[src/rtl/norm_pipe.sv]
// norm_pipe: two-stage leading-zero-count and normalise unit for the FMA datapath.
// Sits between the adder and the rounder. Stage 1 counts leading zeros of the
// incoming significand; stage 2 left-justifies it, adjusts the exponent and
// raises the zero / subnormal-clamp / overflow flags.
//
// Ports:
//   clk, reset_n           clock (rising edge), async active-low reset
//   in_valid / in_ready    input handshake (in_ready depends only on pipeline
//                          state and out_ready, never on in_valid)
//   in_sm, in_se           unnormalised significand, biased unsigned exponent
//   out_valid / out_ready  output handshake
//   out_sm, out_se         normalised significand, adjusted exponent
//   out_zcnt               leading-zero count of the input (WIDTH when zero)
//   out_zero               input significand was all zeros
//   out_denorm             shift was clamped to keep the exponent at EMIN
//   out_ovf                adjusted exponent exceeded 2^EXP_WIDTH-1
module norm_pipe #(
  parameter int WIDTH      = 34,
  parameter int EXP_WIDTH  = 7,
  parameter int EXP_ADJ    = 11,
  parameter int EMIN       = 1,
  parameter bit SUBNORM_EN = 1'b1,
  parameter int CW         = $clog2(WIDTH + 1)
) (
  input  logic                 clk,
  input  logic                 reset_n,
  input  logic                 in_valid,
  output logic                 in_ready,
  input  logic [WIDTH-1:0]     in_sm,
  input  logic [EXP_WIDTH-1:0] in_se,
  output logic                 out_valid,
  input  logic                 out_ready,
  output logic [WIDTH-1:0]     out_sm,
  output logic [EXP_WIDTH-1:0] out_se,
  output logic [CW-1:0]        out_zcnt,
  output logic                 out_zero,
  output logic                 out_denorm,
  output logic                 out_ovf
);

  // Signed working width for exponent arithmetic.
  localparam int unsigned RW = EXP_WIDTH + 2;

  localparam logic signed [RW-1:0] ADJ_S    = $signed(RW'(EXP_ADJ));
  localparam logic signed [RW-1:0] EMIN_S   = $signed(RW'(EMIN));
  localparam logic signed [RW-1:0] SE_MAX_S = $signed(RW'((2 ** EXP_WIDTH) - 1));

  // Leading zeros from the MSB; WIDTH when the operand is zero.
  function automatic logic [CW-1:0] lzc(input logic [WIDTH-1:0] v);
    logic [CW-1:0] cnt;
    cnt = CW'(WIDTH);
    for (int i = 0; i < WIDTH; i++) begin
      if (v[i]) cnt = CW'(WIDTH - 1 - i);
    end
    return cnt;
  endfunction

  // Stage 1 registers.
  logic                 s1_valid;
  logic [WIDTH-1:0]     s1_sm;
  logic [EXP_WIDTH-1:0] s1_se;
  logic [CW-1:0]        s1_zcnt;
  logic                 s1_zero;

  // Handshake: a stage advances when its downstream slot is free or draining.
  logic s2_adv;
  logic s1_adv;

  assign s2_adv   = !out_valid || out_ready;
  assign s1_adv   = !s1_valid || s2_adv;
  assign in_ready = s1_adv;

  // Stage 2 next-state values.
  logic signed [RW-1:0] raw;
  logic signed [RW-1:0] sub_room;
  logic [CW-1:0]        shift;
  logic [WIDTH-1:0]     nxt_sm;
  logic [EXP_WIDTH-1:0] nxt_se;
  logic                 nxt_denorm;
  logic                 nxt_ovf;

  // Exponent adjust, shift selection and flags for the beat held in stage 1.
  always_comb begin
    raw        = $signed({2'b00, s1_se}) - $signed(RW'(s1_zcnt)) + ADJ_S;
    // Largest shift that keeps the exponent at EMIN; negative means none.
    sub_room   = $signed({2'b00, s1_se}) + ADJ_S - EMIN_S;
    shift      = '0;
    nxt_sm     = '0;
    nxt_se     = '0;
    nxt_denorm = 1'b0;
    nxt_ovf    = 1'b0;
    if (s1_zero) begin
      // Zero operand: everything stays cleared.
      nxt_sm = '0;
    end else if (SUBNORM_EN && (raw < EMIN_S)) begin
      shift      = sub_room[RW-1] ? '0 : CW'(sub_room);
      nxt_sm     = s1_sm << shift;
      nxt_se     = '0;
      nxt_denorm = 1'b1;
    end else begin
      // Without clamping a negative raw simply wraps into out_se.
      shift   = s1_zcnt;
      nxt_sm  = s1_sm << shift;
      nxt_se  = raw[EXP_WIDTH-1:0];
      nxt_ovf = (raw > SE_MAX_S);
    end
  end

  // Stage 1: capture operand and its leading-zero count on accept.
  always_ff @(posedge clk or negedge reset_n) begin
    if (!reset_n) begin
      s1_valid <= 1'b0;
      s1_sm    <= '0;
      s1_se    <= '0;
      s1_zcnt  <= '0;
      s1_zero  <= 1'b0;
    end else if (s1_adv) begin
      s1_valid <= in_valid;
      if (in_valid) begin
        s1_sm   <= in_sm;
        s1_se   <= in_se;
        s1_zcnt <= lzc(in_sm);
        s1_zero <= (in_sm == '0);
      end
    end
  end

  // Stage 2: registered results; held while the consumer stalls.
  always_ff @(posedge clk or negedge reset_n) begin
    if (!reset_n) begin
      out_valid  <= 1'b0;
      out_sm     <= '0;
      out_se     <= '0;
      out_zcnt   <= '0;
      out_zero   <= 1'b0;
      out_denorm <= 1'b0;
      out_ovf    <= 1'b0;
    end else if (s2_adv) begin
      out_valid <= s1_valid;
      if (s1_valid) begin
        out_sm     <= nxt_sm;
        out_se     <= nxt_se;
        out_zcnt   <= s1_zcnt;
        out_zero   <= s1_zero;
        out_denorm <= nxt_denorm;
        out_ovf    <= nxt_ovf;
      end
    end
  end

endmodule

[config.mk]
export PLATFORM = sky130hd
export DESIGN_NAME = norm_pipe
export DESIGN_NICKNAME = d
export VERILOG_FILES = /design/src/rtl/norm_pipe.sv
export SDC_FILE = /design/constraint.sdc
export NUM_CORES = 1
export LEC_CHECK = 0
export CAP_MARGIN = 20
export CORE_MARGIN = 1.5
export CORE_UTILIZATION = 60
export DETAILED_ROUTE_END_ITERATION = 8
export MAX_ROUTING_LAYER = met4
export PLACE_DENSITY = 0.87
export SETUP_SLACK_MARGIN = 0.3
export SYNTH_ARGS = -nofsm -noshare
export SYNTH_HDL_FRONTEND = slang
export SYNTH_SLANG_ARGS = --single-unit
[constraint.sdc]
create_clock -name clk -period 11.47 [get_ports clk]
set_input_delay 1.7205 -clock clk [delete_from_list [all_inputs] [get_ports clk]]
set_output_delay 1.7205 -clock clk [all_outputs]
set_load 0.01 [all_outputs]
==> results.sh, run 1 <==
export IMPL_outcome="finished clean"
export IMPL_cts_sinks=100
export IMPL_synth_top_area_share=0.3718
export IMPL_setup_tns_ns=0
export IMPL_p_leak_nw=3.525
export IMPL_cts_hold_buf=0
export IMPL_maxSlewViolCount=0
export IMPL_cts_buffers=9
export IMPL_cts_reportedPaths_clkPinSlew_ns=0.09
export IMPL_critPathRequiredTime_ns=11.78
export IMPL_crit_chain="clkinv_1 -> ha_1 -> inv_1 -> fa_1 -> inv_1 -> ha_1 -> or2_2 -> a2111oi_4 -> o21a_1 -> nor2_2 -> a21oi_1 -> nand2_1 -> o21ba_2 -> a211o_1"
export IMPL_clkLatencyLatePin_ns=0.37
export IMPL_dieArea_sq_um=11860
export IMPL_slew_limit_headroom=0.2868
export IMPL_setup_violations=0
export IMPL_min_period_over_period=0.4676
export IMPL_grt_pass1_wl_um=32460
export IMPL_ir_drop_v=0.0001314
export IMPL_worst_slew_pin_slew_ns=1.066
export IMPL_crit_type="register to register"
export IMPL_cts_path_max_buffers=2
export IMPL_r2r_end="out_sm[29]"
export IMPL_cpPeakStageDelay_ns=0.86
export IMPL_critPathCaptureType="register"
export IMPL_drv_cap=0
export IMPL_syn_area_sq_um=6730
export IMPL_dr_pass1_iters=6
export IMPL_post_cts_resized=0
export IMPL_cts_tree="yes"
export IMPL_ant_nets=0
export IMPL_async_flop_share=1.000
export IMPL_skew_ns=0.01010
export IMPL_whs_path_depth=2
export IMPL_synth_area_top_cells="dfrtp_1, mux2i_1, nand2_1, o21ai_0, nor2_1"
export IMPL_num_rows=38
export IMPL_antennaDiodeCount=0
export IMPL_powerDensity_nw_per_um2=210.4
export IMPL_post_dp_hpwl_um=15300
export IMPL_drc_errors=0
export IMPL_fin_crit_ns=5.364
export IMPL_gp_congestion=1.037
export IMPL_grt_overflow_total=0
export IMPL_crit_fanout=15
export IMPL_hold_viol_final=0
export IMPL_synth_seq_cells=100
export IMPL_rsz0062_at_grt="false"
export IMPL_syn_to_final_growth_pct=18.46
export IMPL_dp_slack_ns=6.283
export IMPL_syn_instance_count=783
export IMPL_worst_endpoint_arrival_ns=5.68
export IMPL_synthFlopType="dfrtp_1"
export IMPL_vias=6490
export IMPL_finalWorstSetupSlack_ns=6.106
export IMPL_cts_htree_levels=3
export IMPL_detail_route_wirelength_um=20220
export IMPL_synth_top_area_cell="dfrtp_1"
export IMPL_hp_start="out_sm[7]"
export IMPL_antenna_found_initial=0
export IMPL_worst_path_max_delay_cell="a21oi_1"
export IMPL_port_buffer_count=96
export IMPL_grt_total_usage=0.3674
export IMPL_cp_start_kind="register"
export IMPL_hold_path_class="register to register"
export IMPL_crit_reg2reg_launch="s1_se[0]"
export IMPL_routedWlPerCell_um=20.24
export IMPL_io_pin_count=97
export IMPL_grt_pass1_vias=6081
export IMPL_die_width_um=108.9
export IMPL_core_sq_um=10890
export IMPL_syn_area_per_cell_sq_um=8.595
export IMPL_synth_warnings=0
export IMPL_fmax_mhz=186.4
export IMPL_synth_cell_types=74
export IMPL_cts_root_buf="clkbuf_8"
export IMPL_die_height_um=108.9
export IMPL_synth_edf_count=0
export IMPL_grt_max_degree=60
export IMPL_r2r_cells=14
export IMPL_synthTopCellsByCount="nand2_1, dfrtp_1, mux2i_1"
export IMPL_fin_nets=909
export IMPL_r2r_slack_ns=6.11
export IMPL_postCtsSetupBuffers=0
export IMPL_yosysMostFrequentCell="nand2_1"
export IMPL_drt_iter0_drc=661
export IMPL_min_to="out_sm[7]"
export IMPL_yosysSeqAreaShare=0.3718
export IMPL_syn_num_nets=838
export IMPL_start_util=0.6181
export IMPL_viasPerCell=6.496
export IMPL_drive_gt1_frac=0.06636
power breakdown:
part           internal, W  switching (W)  total (W)
logic             0.000390       0.000493   0.000883
clock network     0.000157       0.000118   0.000274
registers         0.000440      0.0000799   0.000520
total             0.000986       0.000691    0.00168
how the worst max path moves through the flow:
stage | start | slack [ns] | endpoint | cells past startpoint
5_1_grt | s1_se[0] | 5.78 | out_sm[28] | 14
4_1_cts | s1_se[0] | 6.22 | out_sm[29] | 14
3_3_place_gp | s1_se[0] | 6.42 | out_sm[29] | 14
2_1_floorplan | s1_se[0] | 7.15 | out_sm[22] | 17
3_5_place_dp | s1_se[0] | 6.28 | out_sm[24] | 16
6_report | s1_se[0] | 6.11 | out_sm[29] | 14
per-stage QoR:
step	total power (W)	std cells	utilization	hold WS, ns	area, sq um
after global routing	0.001771	999	0.7322	0.5161	7973
after detailed placement	0.001385	983	0.7093	0.4700	7722
after floorplan	0.001066	783	-	0.4465	6730
after CTS	0.001659	999	0.7322	0.4897	7973
final	0.001677	999	0.7322	0.4854	7973
after global placement	0.001360	983	0.7093	0.4604	7722
critical path: cells and delay by family, from the launching register on:
family	cells	cell delay [ns]
flops	1	0.47
compound gates	5	2.40
fa+ha+maj	3	0.91
buf+inv	3	0.34
simple gates	3	1.17
kinds of logic after synthesis:
kind of cell | count (synthesis) | share of synthesized area
simple gates | 321 | 0.2056
compound gates | 193 | 0.2082
flops | 100 | 0.3718
mux | 89 | 0.1409
buf+inv | 59 | 0.03941
xor+xnor | 11 | 0.01432
fa+ha+maj | 10 | 0.01971
registers in the layout, indices dropped and copies added, names as in the netlist:
name        flops
out_zero        1
s1_se           7
out_valid       1
s1_zcnt         6
s1_valid        1
out_se          7
out_sm         34
s1_zero         1
out_zcnt        6
s1_sm          34
out_ovf         1
out_denorm      1
placed cells by master (no fill, tap or decap), types with 4 or more instances in the layout:
master,n
a211oi_1,9
a21o_1,6
a21oi_1,30
a221o_1,14
a22o_1,15
a22oi_1,6
a31oi_1,4
a32oi_1,4
and2_1,5
and3_1,4
buf_4,8
clkbuf_8,11
clkdlybuf4s50_1,95
dfrtp_1,100
ha_1,9
inv_1,15
mux2_2,6
mux2i_1,79
nand2_1,191
nand2b_1,5
nand3_1,16
nor2_1,51
nor2b_1,5
nor3_1,18
nor4_1,8
o21ai_0,49
o21bai_1,4
o221ai_1,6
o22ai_1,5
o31ai_1,6
or2_2,4
xnor2_1,8
routing by layer:
metal | GRT usage | vias to the layer above | routed length [um]
li1 | - | 2966 | -
met1 | 0.4938 | 3086 | 8585
met2 | 0.5536 | 379 | 9146
met3 | 0.05260 | 59 | 1663
met4 | 0.1626 | 0 | 824
met5 | - | - | 0
layout make-up:
class                      instances  area (sq um)
multi-input combinational        624          3974
fill                             799          2915
sequential                       100          2502
timing repair buffer             103          1011
tap                              140         175.2
clock buffer                      12         155.1
clock inverter                     4         95.09
inverter                          16         60.06
Power figures use the tool's default switching activity.
==> run 2: changes to the inputs <==
--- a/config.mk
+++ b/config.mk
@@ -7,10 +7,10 @@
 export LEC_CHECK = 0
 export CAP_MARGIN = 20
 export CORE_MARGIN = 1.5
-export CORE_UTILIZATION = 60
+export CORE_UTILIZATION = 56
 export DETAILED_ROUTE_END_ITERATION = 8
 export MAX_ROUTING_LAYER = met4
-export PLACE_DENSITY = 0.87
+export PLACE_DENSITY = 0.82
 export SETUP_SLACK_MARGIN = 0.3
 export SYNTH_ARGS = -nofsm -noshare
 export SYNTH_HDL_FRONTEND = slang
==> constraint.sdc (replaced) <==
create_clock -name clk -period 5.6 [get_ports clk]
set_input_delay 0.84 -clock clk [delete_from_list [all_inputs] [get_ports clk]]
set_output_delay 0.84 -clock clk [all_outputs]
set_load 0.01 [all_outputs]
==> results.sh, run 2 (synthesis results as in run 1) <==
export IMPL_outcome="finished clean"
export IMPL_cp_start_kind="register"
export IMPL_post_dp_hpwl_um=15550
export IMPL_final_core_utilization=0.7065
export IMPL_drv_cap=0
export IMPL_die_height_um=112.6
export IMPL_cts_root_buf="clkbuf_16"
export IMPL_slew_limit_headroom=0.5106
export IMPL_top_regs="out_sm x34, s1_sm x34"
export IMPL_p_leak_nw=3.619
export IMPL_detail_route_wirelength_um=20250
export IMPL_grt_max_degree=60
export IMPL_grt_pass1_wl_um=32040
export IMPL_dieArea_sq_um=12680
export IMPL_start_util=0.5820
export IMPL_most_common_layout_cells="nand2_1, dfrtp_1, clkdlybuf4s50_1"
export IMPL_dr_pass1_iters=5
export IMPL_num_rows=39
export IMPL_dp_slack_ns=0.4405
export IMPL_skew_ns=0.006323
export IMPL_io_pin_count=97
export IMPL_die_width_um=112.6
export IMPL_hold_viol_final=0
export IMPL_critPathCaptureType="register"
export IMPL_r2r_cells=17
export IMPL_clkLatencyLatePin_ns=0.35
export IMPL_antenna_found_initial=1
export IMPL_port_buffer_count=96
export IMPL_syn_to_final_growth_pct=21.40
export IMPL_worst_slew_pin_slew_ns=0.7341
export IMPL_routedWlPerCell_um=19.89
export IMPL_core_sq_um=11560
export IMPL_setup_tns_ns=0
export IMPL_drt_iter0_drc=644
export IMPL_crit_type="register to register"
export IMPL_drive_gt1_frac=0.08696
export IMPL_ir_drop_v=0.0001887
export IMPL_worst_hold_slack_ns=0.4543
export IMPL_cts_tree="yes"
export IMPL_worst_endpoint_arrival_ns=5.19
export IMPL_grt_overflow_total=0
export IMPL_fillers=926
export IMPL_gp_congestion=1.046
export IMPL_cts_sinks=100
export IMPL_hold_path_class="input port to async pin"
export IMPL_crit_fanout=21
export IMPL_final_common_cell="nand2_1"
export IMPL_cts_htree_levels=3
export IMPL_critPathRequiredTime_ns=5.84
export IMPL_grt_pass1_vias=6058
export IMPL_rsz0062_at_grt="false"
export IMPL_min_period_over_period=0.8833
export IMPL_maxSlewViolCount=0
export IMPL_cts_reportedPaths_clkPinSlew_ns=0.07
export IMPL_viasPerCell=6.335
export IMPL_fmax_mhz=202.2
export IMPL_setup_violations=0
export IMPL_powerDensity_nw_per_um2=430.5
export IMPL_cts_path_max_buffers=2
export IMPL_grt_total_usage=0.3342
export IMPL_finalWorstSetupSlack_ns=0.6533
export IMPL_ant_nets=0
export IMPL_cts_buffers=9
export IMPL_fin_nets=925
export IMPL_vias=6449
export IMPL_drc_errors=0
export IMPL_fin_crit_ns=4.947
==> run 2: changes by cell type in the layout (fill, tap and decap cells not counted), sizes merged <==
cell | before | now
clkinv | 2 | 3
diode | 0 | 1
buf | 8 | 23
bufinv | 3 | 0
o211ai | 2 | 3
clkinvlp | 0 | 1
==> run 2: worst paths after layout <==
path | from | to | slack, ns
min in group clk | out_zcnt[2] | out_zcnt[2] | 0.48
max in group asynchronous | reset_n | s1_sm[6] | 4.02
min reg2reg | out_zcnt[2] | out_zcnt[2] | 0.48
min | reset_n | out_zcnt[5] | 0.45
max reg2reg | s1_se[0] | out_sm[26] | 0.65
max | s1_se[0] | out_sm[26] | 0.65
==> run 2: final cells by class <==
type | count | area (sq um) | area share
well taps | 143 | 178.9 | 0.02190
inverters | 16 | 60.06 | 0.007351
clock buffers | 12 | 266.5 | 0.03262
flip-flops and latches | 100 | 2502 | 0.3063
diodes | 1 | 2.502 | 0.0003063
repair buffers | 118 | 1136 | 0.1391
clock inverters | 3 | 21.27 | 0.002603
multi-input cells | 625 | 4003 | 0.4899
==> run 2: timing repair <==
item,CTS,global route
setup buffers,0,5
setup endpoints to repair,0,17
hold buffers,0,0
resized for setup,0,4
==> run 2: report_power, final <==
part	total (W)	internal, W	switching (W)	leakage, nW
Combinational	0.00186	0.000846	0.00101	2.22
Sequential	0.00107	0.000903	0.000165	1.26
Clock	0.000594	0.000335	0.000259	0.141
Total	0.00352	0.00208	0.00143	3.62
==> run 2: critical path, cell delays in order (launching register included) <==
cell	delay, ns
dfrtp_1	0.47
clkinv_1	0.28
ha_1	0.30
inv_1	0.07
fa_1	0.41
inv_1	0.13
ha_1	0.22
xor2_1	0.12
or4b_4	0.54
o21a_2	0.35
o211ai_4	0.29
buf_4	0.17
buf_12	0.16
mux2i_1	0.25
mux2i_1	0.16
mux4_2	0.49
and2_1	0.17
a221o_1	0.25
==> run 2: per-layer routing <==
| metal | vias up | routed length (um) | global-route usage |
|---|---|---|---|
| met4 | 0 | 567 | 0.1359 |
| met3 | 39 | 1381 | 0.04644 |
| met5 | - | 0 | - |
| li1 | 3018 | - | - |
| met2 | 319 | 9364 | 0.5154 |
| met1 | 3073 | 8937 | 0.4470 |
==> run 2: metrics by stage <==
step           cells  area [sq um]  power (W)
6_report        1018          8170   0.003518
5_1_grt         1018          8170   0.003705
4_1_cts         1011          8102   0.003459
3_5_place_dp     996          7814   0.002862
3_3_place_gp     996          7814   0.002816
2_1_floorplan    783          6730   0.002184
==> run 3: changes to the inputs <==
--- a/config.mk
+++ b/config.mk
@@ -6,7 +6,6 @@
 export NUM_CORES = 1
 export LEC_CHECK = 0
 export CAP_MARGIN = 20
-export CORE_MARGIN = 1.5
 export CORE_UTILIZATION = 56
 export DETAILED_ROUTE_END_ITERATION = 8
 export MAX_ROUTING_LAYER = met4
==> results.sh, run 3 (synthesis results as in run 1) <==
export IMPL_slew_limit_headroom=0.5196
export IMPL_antenna_found_initial=0
export IMPL_die_width_um=111.6
export IMPL_dieArea_sq_um=12460
export IMPL_postCtsSetupBuffers=0
export IMPL_rsz0062_at_grt="false"
export IMPL_min_period_over_period=0.9040
export IMPL_r2r_end="out_sm[24]"
export IMPL_drv_cap=0
export IMPL_die_height_um=111.6
export IMPL_dr_pass1_iters=7
export IMPL_seqPwrFrac=0.307
export IMPL_pwr_share_comb=0.523
export IMPL_grt_total_usage=0.3382
export IMPL_skew_ns=0.008210
export IMPL_p_sw_frac=0.4117
export IMPL_worst_slew_pin_slew_ns=0.7206
export IMPL_crit_fanout=24
export IMPL_p_sw_w=0.001424
export IMPL_cp_start_kind="register"
export IMPL_cts_root_buf="clkbuf_16"
export IMPL_fin_nets=917
export IMPL_worst_hold_slack_ns=0.4640
export IMPL_p_leak_nw=3.573
export IMPL_io_pin_count=97
export IMPL_viasPerCell=6.367
export IMPL_num_rows=39
export IMPL_cts_tree="yes"
export IMPL_cts_path_max_buffers=2
export IMPL_start_util=0.5820
export IMPL_clkLatencyLatePin_ns=0.35
export IMPL_grt_max_degree=59
export IMPL_powerDensity_nw_per_um2=428.0
export IMPL_cts_htree_levels=3
export IMPL_p_int_w=0.002034
export IMPL_r2r_cells=16
export IMPL_gp_congestion=0.9537
export IMPL_cts_sinks=100
export IMPL_drive_gt1_frac=0.07497
export IMPL_fillers=921
export IMPL_crit_reg2reg_launch="s1_se[0]"
export IMPL_port_buffer_count=96
export IMPL_most_common_layout_cells="nand2_1, dfrtp_1, clkdlybuf4s50_1"
export IMPL_final_common_cell="nand2_1"
export IMPL_grt_pass1_wl_um=31990
export IMPL_ant_nets=0
export IMPL_post_cts_resized=0
export IMPL_critPathCaptureType="register"
export IMPL_post_dp_hpwl_um=15140
export IMPL_detail_route_wirelength_um=19880
export IMPL_syn_to_final_growth_pct=20.04
export IMPL_outcome="finished, violations left"
export IMPL_violations="design-rule violations"
export IMPL_ir_drop_v=0.0002426
export IMPL_cts_buffers=9
export IMPL_cts_hold_buf=0
export IMPL_maxSlewViolCount=0
export IMPL_crit_type="register to register"
export IMPL_fmax_mhz=197.5
export IMPL_setup_violations=0
export IMPL_hold_viol_final=0
export IMPL_drt_iter0_drc=789
export IMPL_fin_crit_ns=5.062
export IMPL_routedWlPerCell_um=19.68
export IMPL_worst_endpoint_arrival_ns=5.29
export IMPL_grt_overflow_total=0
export IMPL_r2r_slack_ns=0.54
export IMPL_hold_path_class="input port to async pin"
export IMPL_antennaDiodeCount=0
export IMPL_vias=6431
export IMPL_setup_tns_ns=0
export IMPL_cts_reportedPaths_clkPinSlew_ns=0.07
export IMPL_core_sq_um=11560
export IMPL_grt_pass1_vias=6027
export IMPL_pwr_share_clk=0.170
export IMPL_drc_errors=9
export IMPL_critPathRequiredTime_ns=5.83
export IMPL_top_regs="out_sm x34, s1_sm x34"
run 3: cell count changes in the layout (fill, tap and decap cells not counted), sizes merged:
cell / change
clkinv: +1
o211ai: -1
diode: -1
clkinvlp: +1
clkbuf: -1
buf: -7
run 3: power by group through the flow:
stage / Sequential (W) / Combinational (W) / Clock [W]
after floorplan: 0.00109 / 0.00110 / 0
after global placement: 0.00107 / 0.00176 / 0
after detailed placement: 0.00107 / 0.00178 / 0
after CTS: 0.00106 / 0.00178 / 0.000591
after global routing: 0.00108 / 0.00195 / 0.000614
final: 0.00106 / 0.00181 / 0.000588
run 3: through the flow:
step	instances	setup slack [ns]	power (W)	util	area (sq um)
final	1010	0.5376	0.003458	0.6986	8079
after global routing	1010	0.3209	0.003644	0.6986	8079
after CTS	1010	0.6115	0.003434	0.6986	8079
after detailed placement	994	0.6283	0.002848	0.6743	7799
after global placement	994	0.7737	0.002822	0.6743	7799
after floorplan	783	1.281	0.002184	-	6730
run 3: worst max-delay path by stage:
stage               slack (ns)          to  depth (start not counted)      from
finish                    0.54  out_sm[24]                         16  s1_se[0]
global route              0.32  out_sm[31]                         15  s1_se[0]
CTS                       0.61  out_sm[31]                         15  s1_se[0]
detailed placement        0.63  out_sm[31]                         15  s1_se[0]
global placement          0.77  out_sm[31]                         15  s1_se[0]
floorplan                 1.28  out_sm[22]                         17  s1_se[0]
run 3: routing by layer:
metal	routed length, um	vias up	track usage
met2	8743	336	0.4911
met5	0	-	-
li1	-	2989	-
met1	9020	3067	0.4762
met4	552	0	0.1324
met3	1565	39	0.05008
run 3: cell type report:
type / count / area (sq um) / share of cell area
multi-input cells: 624 / 3974 / 0.4919
well taps: 143 / 178.9 / 0.02215
clock buffers: 11 / 242.7 / 0.03004
repair buffers: 111 / 1084 / 0.1341
flip-flops and latches: 100 / 2502 / 0.3097
clock inverters: 5 / 37.54 / 0.004646
inverters: 16 / 60.06 / 0.007434
run 3: critical path, stage by stage, from the launching register on:
cell and delay, ns:
dfrtp_1 0.47, clkinv_1 0.27, ha_1 0.29, inv_1 0.07, fa_1 0.41, inv_1 0.14, ha_1 0.24, xor2_1 0.12
or4b_4 0.53, o21ai_2 0.47, nand3_1 0.29, nand2_2 0.19, buf_4 0.36, mux2i_1 0.15, mux2i_1 0.44, mux2i_1 0.19
a221o_1 0.32
